### config.mk
export PLATFORM = sky130hd
export DESIGN_NAME = fifo_word_unpacker
export DESIGN_NICKNAME = d
export VERILOG_FILES = /design/src/rtl/cnn_stream_pkg.sv /design/src/rtl/word_lane_sel.sv /design/src/rtl/fifo_word_unpacker.sv
export SDC_FILE = /design/constraint.sdc
export NUM_CORES = 1
export LEC_CHECK = 0
export BUFFER_PORTS_ARGS = -buffer_cell sky130_fd_sc_hd__buf_2
export CORE_ASPECT_RATIO = 2
export CORE_MARGIN = 2
export CORE_UTILIZATION = 54
export CTS_CLUSTER_DIAMETER = 40
export DETAILED_ROUTE_END_ITERATION = 7
export PLACE_DENSITY = 0.79
export SETUP_SLACK_MARGIN = 0.2
export SLEW_MARGIN = 15
export SYNTH_ARGS = -nofsm -noshare
export SYNTH_HDL_FRONTEND = slang
export SYNTH_HIERARCHICAL = 1
export SYNTH_SLANG_ARGS = --single-unit
### constraint.sdc
create_clock -name Clk -period 2.2 [get_ports Clk]
set_clock_uncertainty 0.1 [all_clocks]
set_input_delay 0.44 -clock Clk [delete_from_list [all_inputs] [get_ports Clk]]
set_output_delay 0.44 -clock Clk [all_outputs]
set_load 0.02 [all_outputs]
### src/rtl/cnn_stream_pkg.sv
`default_nettype none
// +------------------------------------------------------------------------+
// | cnn_stream_pkg                                                         |
// | Shared widths, unpacker FSM encoding and width helper for CNN streams. |
// | Revision: 1.0                                                          |
// +------------------------------------------------------------------------+
package cnn_stream_pkg;

  localparam int DEF_DATA_W = 32;
  localparam int DEF_LANE_W = 8;

  typedef enum logic [1:0] {
    IDLE     = 2'd0,
    RD_ISSUE = 2'd1,
    RD_WAIT  = 2'd2,
    EMIT     = 2'd3
  } unpack_state_e;

  // Counter/index width for n values; never narrower than one bit.
  function automatic int clog2(input int n);
    int w;
    w = 1;
    while ((1 << w) < n) w++;
    return w;
  endfunction

endpackage
`default_nettype wire

### src/rtl/word_lane_sel.sv
`default_nettype none
// +------------------------------------------------------------------------+
// | word_lane_sel                                                          |
// | Combinational mux picking one LANE_W slice of a DATA_W word.           |
// | Revision: 1.0                                                          |
// +------------------------------------------------------------------------+
module word_lane_sel
  import cnn_stream_pkg::*;
#(
  parameter int DATA_W = DEF_DATA_W,
  parameter int LANE_W = DEF_LANE_W
) (
  input  logic [DATA_W-1:0]                   word,
  input  logic [clog2(DATA_W/LANE_W)-1:0]     lane_idx,
  output logic [LANE_W-1:0]                   lane_data
);

  localparam int LANES  = DATA_W / LANE_W;
  localparam int LIDX_W = clog2(LANES);

  always_comb begin
    lane_data = '0;
    for (int i = 0; i < LANES; i++) begin
      if (lane_idx == i[LIDX_W-1:0]) lane_data = word[i*LANE_W +: LANE_W];
    end
  end

endmodule
`default_nettype wire

### src/rtl/fifo_word_unpacker.sv
`default_nettype none
// +------------------------------------------------------------------------+
// | fifo_word_unpacker                                                     |
// | Pops 32-bit FIFO words and streams them LSB lane first to the PE.      |
// | Optional: FIFO_UNPACK_PREFETCH_EN adds a one-word prefetch buffer.     |
// | Revision: 1.0                                                          |
// +------------------------------------------------------------------------+
module fifo_word_unpacker
  import cnn_stream_pkg::*;
#(
  parameter int DATA_W      = DEF_DATA_W,
  parameter int LANE_W      = DEF_LANE_W,
  parameter int FRAME_WORDS = 16
) (
  input  logic              Clk,
  input  logic              Rst_n,
  input  logic              en,
  input  logic [DATA_W-1:0] fifo_data,
  input  logic              fifo_empty,
  output logic              fifo_rd,
  output logic [LANE_W-1:0] out_data,
  output logic              out_valid,
  input  logic              out_ready,
  output logic              out_last,
  output logic              busy
);

  localparam int LANES  = DATA_W / LANE_W;
  localparam int LIDX_W = clog2(LANES);
  localparam int CNT_W  = clog2(FRAME_WORDS);

  localparam logic [LIDX_W-1:0] c_last_lane = LIDX_W'(LANES - 1);
  localparam logic [CNT_W-1:0]  c_last_word = CNT_W'(FRAME_WORDS - 1);

  unpack_state_e     r_state, w_state_nxt;
  logic [DATA_W-1:0] r_word, w_word_nxt;
  logic [LIDX_W-1:0] r_lane, w_lane_nxt;
  logic [CNT_W-1:0]  r_cnt, w_cnt_nxt;
  logic [LANE_W-1:0] w_lane_data;
  logic [LANE_W-1:0] r_out_data;
  logic              r_fifo_rd, r_out_valid, r_out_last, r_busy;
  logic              w_rd_nxt, w_hs, w_last_lane, w_word_done;

`ifdef FIFO_UNPACK_PREFETCH_EN
  logic [DATA_W-1:0] r_pf_word;
  logic              r_pf_valid, r_pf_rd, r_pf_wait;
  logic              w_pf_issue, w_pf_cap;
`endif

  assign w_hs        = r_out_valid && out_ready;
  assign w_last_lane = (r_lane == c_last_lane);
  assign w_word_done = (r_state == EMIT) && w_hs && w_last_lane;

`ifdef FIFO_UNPACK_PREFETCH_EN
  // Only one read may be in flight: r_pf_rd is the strobe cycle, r_pf_wait the data cycle.
  assign w_pf_issue = (r_state == EMIT) && !r_pf_valid && en && !fifo_empty &&
                      !r_pf_rd && !r_pf_wait && !w_word_done;
  assign w_pf_cap   = r_pf_wait && (r_state == EMIT) && !w_word_done;
`endif

  always_ff @(posedge Clk or negedge Rst_n) begin
    if (!Rst_n) r_state <= IDLE;
    else        r_state <= w_state_nxt;
  end

  always_comb begin
    w_state_nxt = r_state;
    w_word_nxt  = r_word;
    w_lane_nxt  = r_lane;
    w_cnt_nxt   = r_cnt;
    case (r_state)
      IDLE:     if (en && !fifo_empty) w_state_nxt = RD_ISSUE;
      RD_ISSUE: w_state_nxt = RD_WAIT;
      RD_WAIT: begin
        w_word_nxt  = fifo_data;
        w_lane_nxt  = '0;
        w_state_nxt = EMIT;
      end
      EMIT: begin
        if (w_hs) begin
          if (!w_last_lane) begin
            w_lane_nxt = r_lane + 1'b1;
          end else begin
            w_lane_nxt = '0;
            w_cnt_nxt  = (r_cnt == c_last_word) ? '0 : r_cnt + 1'b1;
`ifdef FIFO_UNPACK_PREFETCH_EN
            // Prefer a buffered word, then one arriving now, then one already strobed.
            if (r_pf_valid)                w_word_nxt  = r_pf_word;
            else if (r_pf_wait)            w_word_nxt  = fifo_data;
            else if (r_pf_rd)              w_state_nxt = RD_WAIT;
            else if (en && !fifo_empty)    w_state_nxt = RD_ISSUE;
            else                           w_state_nxt = IDLE;
`else
            if (en && !fifo_empty) w_state_nxt = RD_ISSUE;
            else                   w_state_nxt = IDLE;
`endif
          end
        end
      end
      default: w_state_nxt = IDLE;
    endcase
`ifdef FIFO_UNPACK_PREFETCH_EN
    w_rd_nxt = (w_state_nxt == RD_ISSUE) || w_pf_issue;
`else
    w_rd_nxt = (w_state_nxt == RD_ISSUE);
`endif
  end

  word_lane_sel #(
    .DATA_W (DATA_W),
    .LANE_W (LANE_W)
  ) u_lane_sel (
    .word      (w_word_nxt),
    .lane_idx  (w_lane_nxt),
    .lane_data (w_lane_data)
  );

  // Outputs are registered from next-state values so they line up with r_state.
  always_ff @(posedge Clk or negedge Rst_n) begin
    if (!Rst_n) begin
      r_word      <= '0;
      r_lane      <= '0;
      r_cnt       <= '0;
      r_fifo_rd   <= 1'b0;
      r_out_valid <= 1'b0;
      r_out_data  <= '0;
      r_out_last  <= 1'b0;
      r_busy      <= 1'b0;
    end else begin
      r_word      <= w_word_nxt;
      r_lane      <= w_lane_nxt;
      r_cnt       <= w_cnt_nxt;
      r_fifo_rd   <= w_rd_nxt;
      r_out_valid <= (w_state_nxt == EMIT);
      r_out_data  <= w_lane_data;
      r_out_last  <= (w_state_nxt == EMIT) && (w_lane_nxt == c_last_lane) &&
                     (w_cnt_nxt == c_last_word);
      r_busy      <= (w_state_nxt != IDLE);
    end
  end

`ifdef FIFO_UNPACK_PREFETCH_EN
  always_ff @(posedge Clk or negedge Rst_n) begin
    if (!Rst_n) begin
      r_pf_word  <= '0;
      r_pf_valid <= 1'b0;
      r_pf_rd    <= 1'b0;
      r_pf_wait  <= 1'b0;
    end else begin
      r_pf_rd   <= w_pf_issue;
      r_pf_wait <= r_pf_rd;
      if (w_pf_cap) begin
        r_pf_word  <= fifo_data;
        r_pf_valid <= 1'b1;
      end else if (w_word_done && r_pf_valid) begin
        r_pf_valid <= 1'b0;
      end
    end
  end
`endif

  assign fifo_rd   = r_fifo_rd;
  assign out_data  = r_out_data;
  assign out_valid = r_out_valid;
  assign out_last  = r_out_last;
  assign busy      = r_busy;

endmodule
`default_nettype wire

==> run metrics <==
status=finished clean; initial core utilization=0.563; I/O Buffers=48; cell taking the most area after synthesis=dfrtp_1; H-Tree Depth=2; DIE HEIGHT=96.3 um; antenna viol nets, final=0; DRT Wirelength=4580 um; top cell type's share of synthesized area=0.566; Post-synth EDFFs=0; Int Pwr=2.74 mW; most frequent cells after synthesis=52 x dfrtp_1, 32 x mux2_2, 8 x mux4_2, 4 x nand2_1, 4 x nor2_1; Clock transition at path regs=0.09 ns; slew at the pin closest to its max-slew limit=0.338 ns; share of cells above drive strength 1=0.606; drt wl/cell=17.6 um; row cnt=33; Critical Path Sink Type=flip-flop; Filler cells=296; Layout area overhead=21.8%; initial DRC count=25; critical path startpoint category=flip-flop; Setup WS pre-CTS=-0.138 ns; IO Pins=49; Leakage=1.26 nW; Psw=1.35 mW; register bit total from synthesis=52; Sequential Power Share=0.398; switching share of power=0.330; # DRC=0; CTS buffer count=5; Worst Path Required=2.28 ns; Synth cell types=41; max_slew headroom=0.775; ANT cells=0; synthesized area=2300 sq um; Total GRT Usage=0.198; VDD IR-drop max=1.12 mV; antenna violations before repair=0; crit-path cells=ha_4, nor4b_4, or2_4, mux4_2; top-count cell post-synth=dfrtp_1; Avg Cell Area, Syn=15.2 sq um; max-slew violation count=0; Worst Setup Path Type=reg -> reg; sequential element share of the synthesized area=0.566; synth top area cells=dfrtp_1 57%, mux2_2 16%, mux4_2 7.8%; dpl hpwl=3120 um; core area=4090 sq um; via count=1,448; Root Driver=clkbuf_8; hold buffers post-CTS=0; Async S/R FF share, synth=1.00; CP max FO=5; CTS sink cnt=52; final setup margin=0.233 ns; most common flop cell mapped by yosys=dfrtp_1; Hold Path Class=in -> async; iteration count of the initial detailed-routing pass=4; Clk pwr share=0.139; post-synth net total=191; Final Hold Fails=0; die width=50.1 um; Comb power frac=0.464; Pwr Density=1460 nW/um^2; largest net degree at the start of global routing=53; RD Place Congestion=0.802; crit-path max cell delay=0.52 ns; max frequency=508 MHz; Ys Warns=6; Max Root-Sink Buffers=2; CTS tree=yes; Post-Syn Instances=151; vias in the first global route=1,554; vias per cell=5.57; Final Critical Period=1.97 ns; CP arrival=2.04 ns; die area=4830 sq um; total gr overflow=0; final setup violation count=0; Worst path slowest cell=mux4_2; Worst Hold Slack=0.0142 ns; clock latency on the worst-skew pair=0.30 ns; Nets=248; Tcrit/Tclk final=0.894; first-pass GRT wire length=7010 um; RSZ-0062 raised after global routing=yes; Max Cap Viol=0
area by class of cell:
class | count | area (sq um) | share of cell area
flip-flops and latches | 52 | 1310 | 0.466
multi-input cells | 90 | 975 | 0.348
repair buffers | 57 | 350 | 0.125
clock buffers | 7 | 96.3 | 0.0344
well taps | 52 | 65.1 | 0.0232
inverters | 2 | 7.51 | 0.00268
worst max-delay path, delay by kind of cell (launching register included):
family	cells	cell delay, ns
muxes	1	0.52
DFF	1	0.46
and+or+nand+nor	2	0.57
adders and majority gates	1	0.19
flip-flops by register name (all words and copies together) (netlist names):
name	count
busy	1
fifo_rd	1
out_data	8
out_last	1
out_valid	1
r_cnt	4
r_lane	2
r_state	2
r_word	32
cells in the final DEF (no fill, tap or decap), drive strengths merged, types with 3 or more instances in the layout:
master / instances
buf: 56
dfrtp: 52
mux2: 33
mux4: 8
clkbuf: 8
nand2: 5
nor2: 4
nand3: 4
a21oi: 3
or2: 3
ha: 3
worst paths after layout:
check                               from           to  slack [ns]  cells after the start
max                            r_lane[1]  out_data[2]        0.23                      4
min                                Rst_n  out_data[5]        0.01                      2
max reg2reg                    r_lane[1]  out_data[2]        0.23                      4
min reg2reg                   r_word[20]   r_word[20]        0.40                      1
max in group asynchronous          Rst_n   r_state[0]        1.75                      2
min in group Clk           fifo_data[13]   r_word[13]        0.28                      2
cell families (layout without fill, tap and decap cells):
kind of cell | count (synthesis) | count (layout) | synth area share
AND/OR/NAND/NOR | 28 | 29 | 0.0800
multiplexers | 41 | 41 | 0.240
AO/OA/AOI/OAI | 16 | 16 | 0.0626
adder cells (fa/ha/maj) | 3 | 3 | 0.0163
XOR/XNOR | 1 | 1 | 0.00381
flip-flops | 52 | 52 | 0.566
buffers and inverters | 10 | 66 | 0.0316
power by group through the flow:
stage          combinational [mW]  clock (mW)  sequential (mW)
5_1_grt                      2.04       0.633             1.68
6_report                     1.90       0.567             1.63
3_5_place_dp                 1.71           0             1.63
4_1_cts                      1.82       0.580             1.61
2_1_floorplan                1.29           0             1.67
3_3_place_gp                 1.59           0             1.58
layer usage:
metal,vias up,global-route usage,part of all wire
li1,662,-,-
met1,727,0.201,0.34
met2,47,0.363,0.59
met3,12,0.0388,0.048
met4,0,0.120,0.022
met5,-,0,0
stage by stage:
step	util	setup TNS [ns]	std cells	total power, mW	instance area [sq um]
2_1_floorplan	-	0	151	2.96	2300
3_3_place_gp	0.633	0	246	3.18	2590
3_5_place_dp	0.633	-1.01	246	3.34	2590
4_1_cts	0.670	0	257	4.01	2740
5_1_grt	0.685	0	260	4.35	2800
6_report	0.685	0	260	4.09	2800
repair_timing:
item / CTS / global route
cloned: 1 / 1
resized for setup: 7 / 6
pin swaps: 2 / 3
setup endpoints to repair: 8 / 9
setup buffers: 3 / 2
No activity file was read; power rests on OpenSTA's default activity.
